`src/rtl/ryuki_datatypes.sv`:
```
// Shared trace datatypes for the ryuki pipeline trackers.
// trace_output is one instruction's trace element; each stage tracker fills in
// its own timing record and forwards the rest untouched.
package ryuki_datatypes;

  localparam int unsigned TraceAddrWidth = 32;
  localparam int unsigned TraceDataWidth = 32;

  typedef struct packed {
    logic signed [31:0] time_start;
    logic signed [31:0] time_end;
  } stage_times_t;

  typedef struct packed {
    logic signed [31:0] time_start;
    logic signed [31:0] time_end;
    logic               mem_access;
    logic signed [31:0] mem_gnt_time;
  } ex_times_t;

  typedef struct packed {
    logic [TraceAddrWidth-1:0] addr;
    logic [TraceDataWidth-1:0] data;
    logic                      pass_through;  // element skips EX timing
    stage_times_t              if_data;
    stage_times_t              id_data;
    ex_times_t                 ex_data;
    stage_times_t              wb_data;
  } trace_output;

  typedef enum logic [1:0] {
    EXECUTE_START,
    EXECUTE_END,
    MEM_WAIT
  } ex_state_e;

endpackage

```
`src/rtl/trace_fifo.sv`:
```
// Small circular queue of trace elements.
// Ports:
//   clk, rst      clock and synchronous active-high reset
//   push, wdata   write request and element; accepted when not full or when
//                 a pop happens in the same cycle
//   pop           read request; ignored when empty
//   rdata         current head element (valid when !empty)
//   full, empty   occupancy flags
module trace_fifo #(
  parameter int unsigned FIFO_DEPTH = 4,
  parameter type         elem_t     = logic
) (
  input  logic  clk,
  input  logic  rst,
  input  logic  push,
  input  elem_t wdata,
  input  logic  pop,
  output elem_t rdata,
  output logic  full,
  output logic  empty
);

  localparam int unsigned PtrW = $clog2(FIFO_DEPTH);
  localparam int unsigned CntW = PtrW + 1;

  if (FIFO_DEPTH < 2 || (FIFO_DEPTH & (FIFO_DEPTH - 1)) != 0) begin : g_depth_check
    $error("trace_fifo: FIFO_DEPTH must be a power of two and at least 2");
  end

  elem_t           mem_q [FIFO_DEPTH];
  logic [PtrW-1:0] wptr_q, rptr_q;
  logic [CntW-1:0] count_q;
  logic            do_push, do_pop;

  assign full    = (count_q == CntW'(FIFO_DEPTH));
  assign empty   = (count_q == '0);
  assign do_pop  = pop && !empty;
  // A simultaneous pop frees a slot, so a push into a full queue still lands.
  assign do_push = push && (!full || do_pop);
  assign rdata   = mem_q[rptr_q];

  always_ff @(posedge clk) begin
    if (do_push && !rst) begin
      mem_q[wptr_q] <= wdata;
    end
  end

  always_ff @(posedge clk) begin
    if (rst) begin
      wptr_q  <= '0;
      rptr_q  <= '0;
      count_q <= '0;
    end else begin
      if (do_push) wptr_q <= wptr_q + PtrW'(1);
      if (do_pop)  rptr_q <= rptr_q + PtrW'(1);
      if (do_push && !do_pop)      count_q <= count_q + CntW'(1);
      else if (do_pop && !do_push) count_q <= count_q - CntW'(1);
    end
  end

endmodule

```
`src/rtl/ex_tracker.sv`:
```
// EX-stage trace tracker: takes elements completed by the ID tracker, times
// their stay in EX (including an optional data-memory access) and emits them.
// Ports:
//   clk, rst          clock and synchronous active-high reset
//   counter           free-running signed cycle count
//   id_data_ready     one-cycle pulse, id_data_i valid
//   id_data_i         element from the ID tracker
//   ex_ready          EX stage accepts a new instruction
//   data_req/gnt/rvalid  core data-memory handshake
//   ex_data_o         element with ex_data filled in, held between emissions
//   ex_data_ready     one-cycle pulse, ex_data_o freshly updated
//   overflow          sticky, an input element was dropped
module ex_tracker
  import ryuki_datatypes::*;
#(
  parameter int unsigned ADDR_WIDTH = 32,
  parameter int unsigned DATA_WIDTH = 32,
  parameter int unsigned FIFO_DEPTH = 4
) (
  input  logic               clk,
  input  logic               rst,
  input  logic signed [31:0] counter,
  input  logic               id_data_ready,
  input  trace_output        id_data_i,
  input  logic               ex_ready,
  input  logic               data_req,
  input  logic               data_gnt,
  input  logic               data_rvalid,
  output trace_output        ex_data_o,
  output logic               ex_data_ready,
  output logic               overflow
);

  if (ADDR_WIDTH != TraceAddrWidth || DATA_WIDTH != TraceDataWidth) begin : g_width_check
    $error("ex_tracker: ADDR_WIDTH/DATA_WIDTH must match ryuki_datatypes");
  end

  ex_state_e   state_q, state_d;
  trace_output cur_q, cur_d;
  trace_output out_q, out_d;
  logic        ready_q, ready_d;
  logic        overflow_q, overflow_d;
  logic        pop, fifo_full, fifo_empty;
  trace_output head;

  trace_fifo #(
    .FIFO_DEPTH(FIFO_DEPTH),
    .elem_t    (trace_output)
  ) u_fifo (
    .clk  (clk),
    .rst  (rst),
    .push (id_data_ready),
    .wdata(id_data_i),
    .pop  (pop),
    .rdata(head),
    .full (fifo_full),
    .empty(fifo_empty)
  );

  always_comb begin
    state_d = state_q;
    cur_d   = cur_q;
    out_d   = out_q;
    ready_d = 1'b0;
    pop     = 1'b0;
    unique case (state_q)
      EXECUTE_START: begin
        if (!fifo_empty) begin
          pop                      = 1'b1;
          cur_d                    = head;
          cur_d.ex_data            = '0;
          cur_d.wb_data            = '0;
          cur_d.ex_data.time_start = head.id_data.time_end + 32'sd1;
          if (head.pass_through) begin
            out_d         = head;
            out_d.ex_data = '0;
            out_d.wb_data = '0;
            ready_d       = 1'b1;
          end else begin
            state_d = EXECUTE_END;
          end
        end
      end
      EXECUTE_END: begin
        // Grant wins over a same-cycle rvalid; the response is awaited in MEM_WAIT.
        if (data_req && data_gnt) begin
          cur_d.ex_data.mem_access   = 1'b1;
          cur_d.ex_data.mem_gnt_time = counter;
          state_d                    = MEM_WAIT;
        end else if (ex_ready) begin
          out_d                  = cur_q;
          out_d.ex_data.time_end = counter - 32'sd1;
          ready_d                = 1'b1;
          state_d                = EXECUTE_START;
        end
      end
      MEM_WAIT: begin
        if (data_rvalid) begin
          out_d                  = cur_q;
          out_d.ex_data.time_end = counter;
          ready_d                = 1'b1;
          state_d                = EXECUTE_START;
        end
      end
      default: state_d = EXECUTE_START;
    endcase
    overflow_d = overflow_q | (id_data_ready & fifo_full & ~pop);
  end

  always_ff @(posedge clk) begin
    if (rst) begin
      state_q    <= EXECUTE_START;
      cur_q      <= '0;
      out_q      <= '0;
      ready_q    <= 1'b0;
      overflow_q <= 1'b0;
    end else begin
      state_q    <= state_d;
      cur_q      <= cur_d;
      out_q      <= out_d;
      ready_q    <= ready_d;
      overflow_q <= overflow_d;
    end
  end

  assign ex_data_o     = out_q;
  assign ex_data_ready = ready_q;
  assign overflow      = overflow_q;

endmodule

```
`config.mk`:
```
export PLATFORM = sky130hd
export DESIGN_NAME = ex_tracker
export DESIGN_NICKNAME = d
export VERILOG_FILES = /design/src/rtl/ryuki_datatypes.sv /design/src/rtl/trace_fifo.sv /design/src/rtl/ex_tracker.sv
export SDC_FILE = /design/constraint.sdc
export NUM_CORES = 2
export LEC_CHECK = 0
export ABC_AREA = 1
export CAP_MARGIN = 20
export CORE_MARGIN = 2
export CORE_UTILIZATION = 43
export CTS_BUF_LIST = sky130_fd_sc_hd__clkbuf_8
export CTS_CLUSTER_DIAMETER = 60
export DETAILED_ROUTE_END_ITERATION = 8
export PLACE_DENSITY = 0.63
export SLEW_MARGIN = 10
export SYNTH_ARGS = -nofsm -noshare
export SYNTH_HDL_FRONTEND = slang
export SYNTH_HIERARCHICAL = 1
export SYNTH_SLANG_ARGS = --single-unit
```
`constraint.sdc`:
```
create_clock -name clk -period 22.7 [get_ports clk]
set_input_delay 3.405 -clock clk [delete_from_list [all_inputs] [get_ports clk]]
set_output_delay 3.405 -clock clk [all_outputs]
set_load 0.01 [all_outputs]
```
==> results.yml <==
floorplan:
  ios: 749
  fp.coreArea_sq_um: 119800
  initial_core_util_pct: 43.35
  fp.dieW_um: 351.5
  num_rows: 127
  dieArea_sq_um: 123600
  die_h_um: 351.5
clocking:
  ctsHoldBuffers: 0
  cts_tree: "done"
  postCtsSetupBuffers: 0
  htree_levels: 4
  ctsRootBufferMaster: "clkbuf_8"
  cts_buffers: 209
  worst_skew_pair.late_latency_ns: 0.93
  numClockSinks: 1333
  clkTransAtPathRegs_ns: 0.06
  cts_resized: 0
  clk_path_buf_depth: 3
grt:
  grt_pass1_vias: 36625
  antenna_found_initial: 38
  grt_pass1_wl_um: 222000
  grt_max_degree: 219
  groute.usage.overall_pct: 23.56
  overflow: 0
detailed_routing:
  finalWirelength_um: 149300
  vias: 38651
  drt_iter0_markers: 3193
  via_per_inst: 5.388
  ant_nets: 0
  route.detailed.drc: 0
  first_pass_iters: 5
  wl_per_cell_um: 20.81
sta:
  fin_tns_setup_ns: 0
  fin_skew_ns: 0.05618
  setup_violations: 0
  timing.fmax_mhz: 151.9
  drv_slew: 0
  hold_violations: 0
  worstMarginPinSlew_ns: 1.416
  slew_headroom_pct: 5.624
  fin_crit_ns: 6.583
  period_share_pct: 29.00
  grt_setup_unrepaired: "no"
critical_path:
  crit_family: "buffers and inverters"
  worstRegToRegCells: 12
  worstSetupStartpoint: "data_gnt"
  r2r_end: "ex_data_o[255]"
  cp.depth: 10
  crit_type: "in -> reg"
  arrival_ns: 7.40
  crit_chain: "clkdlybuf4s50_1 > nand2_1 > nor2_1 > nor3b_1 > nand2_4 > inv_8 > buf_4 > buf_4 > o21ai_0 > a21oi_1"
  worst-path-max-fanout: 97
  path_common_cell: "buf_4"
  crit_buf_inv: 4
  required_ns: 23.52
  cp_slowest_cell: "buf_4"
  critPathLaunchType: "input port"
  crit_end: "ex_data_o[255]"
  max_stage_delay_ns: 0.89
  r2r_slack_ns: 16.74
  worstSetupEndpointType: "register"
synthesis:
  synth_area_per_cell_sq_um: 10.48
  netlist_instances: 4954
  synthesis.area_sq_um: 51940
  yosys_warnings: 6
finish:
  nets: 5763
  final_area_sq_um: 61930
  post-route-util_pct: 51.69
  fill_cells: 10680
  syn_to_final_growth_pct: 19.24
  drive_gt1_share_pct: 6.622
power_and_ir_drop:
  p_per_area_nw_per_um2: 139.1
  ir_drop_uv: 160.5
  p_leak_nw: 22.10
placed_design:
  port_buffers: 523
  postPlaceCellArea_sq_um: 57640
  dp_hpwl_um: 83240
  gp_congestion: 0.8939
flow_run:
  drv_cap: 0
status:
  status: "complete, no violations"
worst_hold_path:
  hold_path.class: "reg -> reg"
## area by class of cell
cell class | instances | area [sq um] | share of cell area [%]
Multi-Input combinational cell | 3063 | 14840 | 23.97
Clock inverter | 142 | 732.0 | 1.182
Antenna cell | 20 | 50.05 | 0.08082
Inverter | 181 | 726.9 | 1.174
Timing Repair Buffer | 570 | 5655 | 9.132
Clock buffer | 253 | 3482 | 5.623
Sequential cell | 1333 | 34420 | 55.58
Tap cell | 1612 | 2017 | 3.257
## sequential cells by signal (all words and copies together) (netlist names), named ones only
register,flops
u_fifo/mem_q,772
ex_data_o,290
cur_q,258
u_fifo/count_q,3
state_q,2
u_fifo/rptr_q,2
u_fifo/wptr_q,2
ex_data_ready,1
overflow,1
## per-stage QoR
step | setup WS (ns) | power, mW | std cells | hold WS, ns
final | 16.12 | 8.615 | 7174 | 0.4321
after global routing | 15.77 | 9.175 | 7170 | 0.4517
after CTS | 16.16 | 8.676 | 7153 | 0.4357
after detailed placement | 15.13 | 6.662 | 6758 | 0.4524
after global placement | 15.21 | 6.616 | 6758 | 0.4482
after floorplan | 10.34 | 5.501 | 5017 | 0.4376
## routing by layer
metal	track usage, %	vias up	part of all wire, %
li1	-	18333	-
met1	30.36	18601	42
met2	37.89	1414	47
met3	6.524	263	8.4
met4	8.800	40	2.5
met5	0	-	0.16
## tightest hold or removal path, delay by kind of cell (launching register included)
family | cells | cell delay [ns]
flip-flops | 1 | 0.31
AND/OR/NAND/NOR | 1 | 0.07
AO/OA/AOI/OAI | 1 | 0.05
## how the worst min path moves through the flow
stage,start,end,cells past startpoint
floorplan,cur_q[289],cur_q[289],2
global placement,cur_q[176],cur_q[176],2
detailed placement,cur_q[172],cur_q[172],2
CTS,cur_q[73],ex_data_o[73],2
global route,cur_q[73],ex_data_o[73],2
finish,cur_q[73],ex_data_o[73],2
## placed cells by master (no fill, tap or decap), types with 10 or more instances in the layout
cell type,n
clkinv_1,11
edfxtp_1,772
clkbuf_8,253
nor2_2,15
inv_1,274
conb_1,64
buf_4,43
nand3_1,91
a21oi_1,330
nor2_1,897
o21ai_0,815
nor3_1,18
nand2_1,306
clkinv_2,10
a22oi_1,185
clkdlybuf4s50_1,522
dfxtp_1,559
a211oi_1,17
xor2_1,13
o21ai_1,23
diode_2,20
o22ai_1,227
ha_1,11
a31oi_1,11
nand4_1,11
## power breakdown
part | internal, mW | switching, mW | total, mW
combinational | 1.05 | 2.32 | 3.37
sequential | 3.02 | 0.234 | 3.26
clock | 1.04 | 0.947 | 1.99
No activity file was read; power rests on OpenSTA's default activity.
